### src/rtl/grid_input_loader_pkg.sv
// Shared RCA grid configuration, the operand bundle layout and the loader FSM states.
// Latency: n/a (types and constants only).
// Backpressure: n/a.
package rca_config;
    localparam int XLEN           = 32;
    localparam int GRID_NUM_ROWS  = 4;
    localparam int NUM_READ_PORTS = 2;
    localparam int ROW_SEL_W      = $clog2(GRID_NUM_ROWS);
    localparam int BUNDLE_ID_W    = 4;

    typedef struct packed {
        logic [NUM_READ_PORTS-1:0][XLEN-1:0]      rs_data;
        logic [NUM_READ_PORTS-1:0][ROW_SEL_W-1:0] sels;
        logic [NUM_READ_PORTS-1:0]                port_en;
        logic [BUNDLE_ID_W-1:0]                   id;
    } grid_load_bundle_t;

    typedef enum logic [1:0] {
        ST_IDLE    = 2'd0,
        ST_DRIVE   = 2'd1,
        ST_WAIT_WB = 2'd2
    } loader_state_t;
endpackage

### src/rtl/grid_input_loader_fifo.sv
// Circular bundle queue with occupancy counter; head is visible combinationally.
// Latency: a push is poppable the cycle after it is written.
// Backpressure: a full queue refuses a push even when a pop happens in the same cycle.
module rca_bundle_fifo #(
    parameter int  DEPTH = 2,
    parameter type T     = logic [7:0]
) (
    input  logic                     clk,
    input  logic                     rst,
    input  logic                     clr,
    input  logic                     push,
    input  T                         push_dat,
    input  logic                     pop,
    output T                         pop_dat,
    output logic [$clog2(DEPTH):0]   count,
    output logic                     empty
);
    localparam int PTR_W = $clog2(DEPTH);
    localparam int CNT_W = PTR_W + 1;

    T                 mem [DEPTH];
    logic [PTR_W-1:0] rd_ptr;
    logic [PTR_W-1:0] wr_ptr;
    logic             full;
    logic             do_push;
    logic             do_pop;

    assign full    = (count == CNT_W'(DEPTH));
    assign empty   = (count == '0);
    assign do_push = push && !full;
    assign do_pop  = pop && !empty;
    assign pop_dat = mem[rd_ptr];

    always_ff @(posedge clk) begin
        if (rst || clr) begin
            rd_ptr <= '0;
            wr_ptr <= '0;
            count  <= '0;
        end else begin
            if (do_push) wr_ptr <= wr_ptr + PTR_W'(1);
            if (do_pop)  rd_ptr <= rd_ptr + PTR_W'(1);
            case ({do_push, do_pop})
                2'b10:   count <= count + CNT_W'(1);
                2'b01:   count <= count - CNT_W'(1);
                default: count <= count;
            endcase
        end
    end

    // Storage needs no reset: an entry is only read after it has been written.
    always_ff @(posedge clk) begin
        if (do_push && !rst && !clr) mem[wr_ptr] <= push_dat;
    end
endmodule

### src/rtl/grid_input_loader.sv
// Queues RCA operand bundles and drives one at a time onto the grid IO-unit input rows.
// Latency: accept at N -> row valids at N+2 from idle; back-to-back load one cycle after writeback commit.
// Backpressure: issue_ready drops when the queue holds FIFO_DEPTH bundles.
module grid_input_loader
    import rca_config::*;
#(
    parameter int GRID_NUM_ROWS  = rca_config::GRID_NUM_ROWS,
    parameter int NUM_READ_PORTS = rca_config::NUM_READ_PORTS,
    parameter int FIFO_DEPTH     = 2,
    parameter int ID_W           = 4
) (
    input  logic                                                  clk,
    input  logic                                                  rst,
    input  logic                                                  flush,
    input  logic                                                  issue_valid,
    output logic                                                  issue_ready,
    input  logic [NUM_READ_PORTS-1:0][rca_config::XLEN-1:0]       issue_rs_data,
    input  logic [NUM_READ_PORTS-1:0][$clog2(GRID_NUM_ROWS)-1:0]  issue_io_unit_sels,
    input  logic [NUM_READ_PORTS-1:0]                             issue_port_en,
    input  logic [ID_W-1:0]                                       issue_id,
    output logic [GRID_NUM_ROWS-1:0][rca_config::XLEN-1:0]        io_unit_input_data,
    output logic [GRID_NUM_ROWS-1:0]                              io_unit_input_data_valid,
    input  logic                                                  grid_ready,
    input  logic                                                  wb_committing,
    output logic [ID_W-1:0]                                       inflight_id,
    output logic                                                  busy,
    output logic                                                  sel_conflict
);
    localparam int SEL_W = $clog2(GRID_NUM_ROWS);
    localparam int CNT_W = $clog2(FIFO_DEPTH) + 1;
    localparam int DW    = rca_config::XLEN;

    typedef struct packed {
        logic [NUM_READ_PORTS-1:0][DW-1:0]    rs_data;
        logic [NUM_READ_PORTS-1:0][SEL_W-1:0] sels;
        logic [NUM_READ_PORTS-1:0]            port_en;
        logic [ID_W-1:0]                      id;
    } bundle_t;

    loader_state_t                    state_q, state_d;
    bundle_t                          push_bundle;
    bundle_t                          head;
    logic [CNT_W-1:0]                 fifo_count;
    logic                             fifo_empty;
    logic                             fifo_push;
    logic                             fifo_pop;
    logic [GRID_NUM_ROWS-1:0]         dec_valid;
    logic [GRID_NUM_ROWS-1:0][DW-1:0] dec_data;
    logic                             dec_conflict;

    assign issue_ready = !rst && (fifo_count < CNT_W'(FIFO_DEPTH));
    assign fifo_push   = issue_valid && issue_ready && !flush;
    assign busy        = (state_q != ST_IDLE) || !fifo_empty;

    assign push_bundle.rs_data = issue_rs_data;
    assign push_bundle.sels    = issue_io_unit_sels;
    assign push_bundle.port_en = issue_port_en;
    assign push_bundle.id      = issue_id;

    rca_bundle_fifo #(
        .DEPTH (FIFO_DEPTH),
        .T     (bundle_t)
    ) u_fifo (
        .clk      (clk),
        .rst      (rst),
        .clr      (flush),
        .push     (fifo_push),
        .push_dat (push_bundle),
        .pop      (fifo_pop),
        .pop_dat  (head),
        .count    (fifo_count),
        .empty    (fifo_empty)
    );

    // Ports are scanned high to low so the lowest-index enabled port wins a shared row.
    always_comb begin
        dec_valid    = '0;
        dec_data     = '0;
        dec_conflict = 1'b0;
        for (int r = 0; r < GRID_NUM_ROWS; r++) begin
            for (int p = NUM_READ_PORTS - 1; p >= 0; p--) begin
                if (head.port_en[p] && (head.sels[p] == SEL_W'(r))) begin
                    if (dec_valid[r]) dec_conflict = 1'b1;
                    dec_valid[r] = 1'b1;
                    dec_data[r]  = head.rs_data[p];
                end
            end
        end
    end

    always_comb begin
        state_d  = state_q;
        fifo_pop = 1'b0;
        case (state_q)
            ST_IDLE: begin
                if (!fifo_empty) begin
                    fifo_pop = 1'b1;
                    state_d  = ST_DRIVE;
                end
            end
            ST_DRIVE: begin
                if (grid_ready) state_d = ST_WAIT_WB;
            end
            ST_WAIT_WB: begin
                if (wb_committing) begin
                    if (!fifo_empty) begin
                        fifo_pop = 1'b1;
                        state_d  = ST_DRIVE;
                    end else begin
                        state_d = ST_IDLE;
                    end
                end
            end
            default: state_d = ST_IDLE;
        endcase
        if (flush) begin
            state_d  = ST_IDLE;
            fifo_pop = 1'b0;
        end
    end

    always_ff @(posedge clk) begin
        if (rst || flush) begin
            state_q                  <= ST_IDLE;
            io_unit_input_data_valid <= '0;
            io_unit_input_data       <= '0;
            inflight_id              <= '0;
            sel_conflict             <= 1'b0;
        end else begin
            state_q      <= state_d;
            sel_conflict <= fifo_pop && dec_conflict;
            if (fifo_pop) begin
                io_unit_input_data_valid <= dec_valid;
                io_unit_input_data       <= dec_data;
                inflight_id              <= head.id;
            end else if (state_q == ST_DRIVE && grid_ready) begin
                io_unit_input_data_valid <= '0;
            end
        end
    end
endmodule

### config.mk
export PLATFORM = sky130hd
export DESIGN_NAME = grid_input_loader
export DESIGN_NICKNAME = d
export VERILOG_FILES = /design/src/rtl/grid_input_loader_pkg.sv /design/src/rtl/grid_input_loader_fifo.sv /design/src/rtl/grid_input_loader.sv
export SDC_FILE = /design/constraint.sdc
export NUM_CORES = 1
export LEC_CHECK = 0
export ABC_AREA = 0
export CAP_MARGIN = 20
export CORE_ASPECT_RATIO = 0.75
export CORE_MARGIN = 3
export CORE_UTILIZATION = 56
export DETAILED_ROUTE_END_ITERATION = 7
export MAX_ROUTING_LAYER = met4
export PLACE_DENSITY = 0.84
export SYNTH_ARGS = -nofsm -noshare
export SYNTH_HDL_FRONTEND = slang
export SYNTH_SLANG_ARGS = --single-unit
### constraint.sdc
create_clock -name clk -period 9.9 [get_ports clk]
set_input_delay 1.485 -clock clk [delete_from_list [all_inputs] [get_ports clk]]
set_output_delay 1.485 -clock clk [all_outputs]
set_load 0.05 [all_outputs]
# [Word level (Yosys, flattened, before mapping)]
# Memories as Yosys holds them, arrays and structs flattened. A register that Yosys moved wholly into a read port is not among the register bits.
# Index checks and enable logic that the tools add are counted.
[totals] reg_bits=143 ramBits=148 in_bits=80 elab_cells=103 n_memories=1
[op_classes] n_addsub=4 order_cmp=1 n_eq_ne=14 muxes=40 n_reduce_logical=32
[memory_table] name="u_fifo.mem" words=2 width=74 rd=1 rd_clocked_by_memory_dff=1 wr=1 line_no="grid_input_loader_fifo.sv:21" source="T mem [DEPTH];"
[ops] operator="32-bit two-way mux" n=8
[ops] operator="1-bit two-way mux" n=24
[ops] operator="1-bit logical AND" n=17
[ops] operator="2-bit == test, second input constant" n=7
[ops] operator="2-bit by 1-bit == test with 1-bit output, second input constant" n=4
[ops] operator="2-bit zero test" n=4
[ops] operator="4-bit two-way mux" n=2
[ops] operator="2-bit two-way mux" n=3
[ops] operator="2-bit != test, second input constant" n=3
[ops] operator="2-bit case mux with 3 select lines" n=1
[ops] operator="2-bit nonzero test" n=3
[ops] operator="1-bit zero test" n=4
[ops] operator="2-bit case mux with 2 select lines" n=1
[ops] operator="3-bit AND reduction" n=1
[ops] operator="1-bit adder, second input constant" n=2
[ops] operator="2-bit by 1-bit adder with 2-bit output, second input constant" n=1
[ops] operator="1-bit logical OR" n=2
[ops] operator="2-bit less-than comparator, second input constant" n=1
[ops] operator="1-bit case mux with 2 select lines" n=1
[ops] operator="2-bit OR reduction" n=1
[ops] operator="2-bit by 1-bit subtractor with 2-bit output, second input constant" n=1

# [Logic depth before layout (Yosys ltp)]
[logic_depth] ltp_word=12 ltp_mapped=11 ltp_nobuf=8

# [Hierarchy]
# Synthesis repeated with hierarchy kept, for this count alone.
[unflattened] cells_unflattened=999 area_unflattened_um2=11995.3
[by_module_without_submodules] module="grid_input_loader" n_inst=1 cells_per_inst=741 area_per_inst_um2=6442.4 seq_area_each_um2=2782.7
[by_module_without_submodules] module="rca_bundle_fifo" n_inst=1 cells_per_inst=258 area_per_inst_um2=5552.8 seq_area_each_um2=4544.4

# [Least setup slack after synthesis]
# Ideal clock, no wire load.
[synth_path] kind="input to register" startpoint="in flush" endpoint="mem u_fifo.mem[0][0] in the netlist's numbering (enable)" setup_time_ns=0.507 t_arrival_ns=5.263 required_time_ns=9.393 setup_slack_ns=4.131 path_stages=4 path_buffers=1 cell_sequence="nor2_1 clkbuf_1 nand2_1 nor2_1"
[synth_via] elab_chain_cells=7
[synth_lines] item="start: declaration" line_no="grid_input_loader.sv:14" source="input logic flush,"
[synth_lines] item="1-bit zero test (*)" line_no="grid_input_loader_fifo.sv:52, grid_input_loader.sv:52"
[synth_lines] item="1-bit logical AND" line_no="grid_input_loader.sv:52" source="assign fifo_push = issue_valid && issue_ready && !flush;"
[synth_lines] item="1-bit logical AND" line_no="grid_input_loader_fifo.sv:30" source="assign do_push = push && !full;"
[synth_lines] item="1-bit logical AND" line_no="grid_input_loader_fifo.sv:52" source="if (do_push && !rst && !clr) mem[wr_ptr] <= push_dat;"
[synth_lines] item="1-bit logical AND (*)" line_no="grid_input_loader_fifo.sv:52"
[synth_lines] item="1-bit two-way mux (*)" line_no="grid_input_loader_fifo.sv:52"
[synth_lines] item="1-bit two-way mux (implied by the code) (*)" line_no="grid_input_loader_fifo.sv:52"
[synth_lines] item="end: declaration" line_no="grid_input_loader_fifo.sv:21"
# Every way passes the cells marked *; elsewhere a longest branch is shown, timed or not.

# [Worst setup path in the final report]
[layout_path] startpoint="in wb_committing" endpoint="reg io_unit_input_data[75] in the netlist's numbering"
[layout_via] elab_chain_cells=3
[layout_lines] item="start: declaration" line_no="grid_input_loader.sv:24" source="input logic wb_committing,"
[layout_lines] item="1-bit two-way mux" line_no="grid_input_loader.sv:105" source="if (wb_committing) begin"
[layout_lines] item="1-bit case mux with 2 select lines" line_no="grid_input_loader.sv:94" source="case (state_q)"
[layout_lines] item="1-bit two-way mux" line_no="grid_input_loader.sv:116" source="if (flush) begin"
[layout_lines] item="end signal: assignment" line_no="grid_input_loader.sv:134" source="io_unit_input_data <= dec_data;"
[layout_lines] item="end: declaration" line_no="grid_input_loader.sv:21" source="output logic [GRID_NUM_ROWS-1:0][rca_config::XLEN-1:0] io_unit_input_data,"
# No other way between the ends.
# A chain may end at the register's enable or synchronous reset.

==> impl_results.md <==
* Critical Path RT at around 10000 ps
* Peak VDD IR at about 0.00011 V
* Crit share post-route at between 40% and 50%
* Routed wire per std cell at 22.3 um
* Delay-heaviest family, CP: buffers and inverters
* Slowest stage delay, CP at between 800 and 900 ps
* Drt first-iter violations at around 890
* Hold path depth at 1
* Finished Cell Area at between 15000 and 20000 um^2
* IO Port Bufs at 218
* Fin nets at between 1k and 1.5k
* Die height at 131 um
* Ratio of cells with drive above 1 in the final layout at between 10% and 20%
* Status: complete, no violations
* DR vias at around 8.4k
* RSZ-0062 raised after global routing: false
* Synth Cell Area at 11700 um^2
* Clock Latency Late Sink at between 500 and 600 ps
* CP max-delay cell: inv_4
* Initial core utilization at between 50% and 60%
* R2r worst-path depth at 7
* CP Capture Type: register
* Final setup violation count at 0
* First-pass GRT wire length at 47.1 mm
* P_leak at approximately 5.6 nW
* Worst Tran Pin Value at 978 ps
* Core Area at 20400 um^2
* Buffers & Inverters on Critical Path at 3
* Max Fclk at approximately 0.21 GHz
* Netlist cell types at 50
* Post-route insts no fill at ~1.4k
* Post-CTS setup repair buffer count at 0
* # IOs at about 220
* CTS resizes at 0
* Final slew viol count at 0
* Crit Path Class: in -> reg
* Arrival time worst endpoint at approximately 5000 ps
* Slew headroom at a little over a third
* Drt via density at 6.12
* Total Routing Usage GR at a little over a quarter
* Number of synthesis warnings at 0
* GR peak layer: met2
* Final ANT Viol Nets at 0
* Max-cap violations at 0
* Worst R2R End: io_unit_input_data[75]
* GR Layer Usage met2 at about two fifths
* Setup TNS at 0 ps
* Clock sinks at approximately 290
* Gr ovfl total at 0
* CTS tree: done
* Cells after Synth at ~870
* First drt pass iteration count at 5
* Pre-CTS WS at 4200 ps
* DP Area at ~14000 um^2
* GP Congestion at around 0.83
* HP Class: reg -> reg
* Overall Power at 2.53 mW
* Die ar. at approximately 23000 um^2
* Synth Flop Type: edfxtp_1
* Worst R2R Start: u_fifo.count[1]
* Pwr Density at between 150 and 200 nW/um^2
* Crit path time final at about 4700 ps
* Crit-path max FO at 87
* CTS H-tree depth at 1
* Launch point of the worst hold path: io_unit_input_data_valid[3]
* Root Buffer: clkbuf_16
* Pin count of the biggest net entering global routing at 88
* Setup ws final at ~5200 ps
* Vias in the first global route at 8102
* Detailed Route WL at 30.4 mm
* Hold Crit Endpoint: io_unit_input_data_valid[3]
* Placed Cells incl. Taps at roughly 1.3k
* Sequential fraction of the synthesis area at 62.5%
* Clock slew seen by the registers of the worst setup and hold paths at approximately 60 ps
* # rows at 45
* Asr flop ratio synth at 0%
* Final hold vios at 0
* Crit-path cells: clkdlybuf4s50_1 > nor2b_1 > nor3_4 > buf_4 > nand2b_2 > inv_4 > a31oi_4 > o221a_2
* Worst clock skew at 14.5 ps
* Met3 usage at 6.04%
* Worst R2R Setup Slack at 6130 ps
* Post-synth EDFFs at around 150
* CTS max path bufs at 3
* Met1 global-route usage at about 36%
* Fin util at roughly 74%
* DR DRC count at 0
* CP startpoint kind: input port
* Num CTS Buffers at 28
* Syn Area/Cell at roughly 13 um^2
* Syn nets at about 950
* Flops & latches, synth at between 200 and 300
* WHS at between 400 and 500 ps
* # hold bufs at CTS at 0
* Area grow syn2layout at 28.3%
* Die W at between 150 and 200 um
* Post-DP HPWL at approximately 19 mm
* Initial antenna violation count at 1
-- cell type report --
| type | instances | area (um^2) |
|---|---|---|
| Timing Repair Buffer | 230 | 2320 |
| Clock inverter | 12 | 90.1 |
| Tap cell | 282 | 353 |
| Antenna cell | 1 | 2.50 |
| Multi-Input combinational cell | 476 | 3980 |
| Sequential cell | 292 | 7330 |
| Fill cell | 1375 | 5350 |
| Inverter | 34 | 130 |
| Clock buffer | 40 | 827 |
-- worst register-to-register path, stage by stage, from the launching register on --
cell      delay, ps
dfxtp_1         400
nor2_1          120
nor3_4          170
buf_4           600
nand2b_2        560
inv_4           890
a31oi_4         620
o221a_2         320
-- routing by layer --
metal,part of all wire [%],wire length (um)
met5,0,0
met3,8.9,2700
met1,43,13000
met4,1.8,558
met2,47,14200
-- layout by cell type, fill, tap and decap left out, types with 4 or more instances in the layout --
cell type	Yosys	routed
xor2_1	4	4
clkbuf_1	36	5
nand2b_1	33	32
edfxtp_1	148	148
clkbuf_8	0	6
clkinv_2	0	5
o221a_2	53	53
xnor2_1	4	4
buf_4	3	9
a31oi_1	32	32
o21ai_0	33	33
o211a_1	43	43
clkinv_1	0	4
nor2_1	21	19
o221ai_1	44	44
mux2i_1	121	121
inv_1	33	33
nand2_1	39	39
a211oi_1	4	4
clkbuf_16	0	29
clkdlybuf4s50_1	0	218
dfxtp_1	144	143
-- logic make-up (layout without fill, tap and decap cells) --
logic type                 count (synthesis)  count (layout)  synth area share [%]
xor gates and xnor gates                   8               8                 0.598
adders and majority gates                  1               1                 0.107
and+or+nand+nor                          122             122                  5.80
DFF                                      292             292                  62.5
other                                      0               1                     0
muxes                                    121             121                  10.3
buffers and inverters                    105             316                  3.97
AOI/OAI and AO/OA                        224             224                  16.7
-- worst max-delay path by stage --
stage	cells after the start	slack (ps)	to	start
finish	8	5200	io_unit_input_data[75]	wb_committing
global route	8	4990	io_unit_input_data[81]	wb_committing
CTS	8	4790	io_unit_input_data[71]	wb_committing
detailed placement	8	4200	io_unit_input_data[90]	wb_committing
global placement	8	4340	io_unit_input_data[80]	wb_committing
floorplan	4	4130	u_fifo.mem[0][0]	flush
-- where the power goes --
group          internal (mW)  total, mW  switching [mW]
Sequential              1.29       1.30          0.0118
Combinational         0.0713      0.180           0.109
Clock                  0.607       1.05           0.442
Total                   1.97       2.53           0.563
-- Yosys cell counts, types with 3 or more instances --
cell type	instances	share of area, %
o21ai_0	33	1.4
a211oi_1	4	0.26
o221ai_1	44	3.3
buf_6	3	0.29
inv_1	33	1.1
mux2i_1	121	10
nand4b_1	3	0.22
nor2_1	21	0.67
nand2b_1	33	1.8
o211a_1	43	3.7
a32o_1	3	0.26
nand2_1	39	1.2
buf_2	28	1.2
o221a_2	53	5.1
a21oi_1	4	0.17
xor2_1	4	0.30
a31oi_1	32	1.7
edfxtp_1	148	38
xnor2_1	4	0.30
clkbuf_1	36	1.2
buf_4	3	0.19
dfxtp_1	144	25
-- sequential cells by signal (all words and copies together) (netlist names), named ones only --
name                      cells
io_unit_input_data_valid      4
io_unit_input_data          128
state_q                       2
u_fifo.rd_ptr                 1
u_fifo.wr_ptr                 1
u_fifo.mem                  148
u_fifo.count                  2
sel_conflict                  1
inflight_id                   4
No activity file was read; power rests on OpenSTA's default activity.
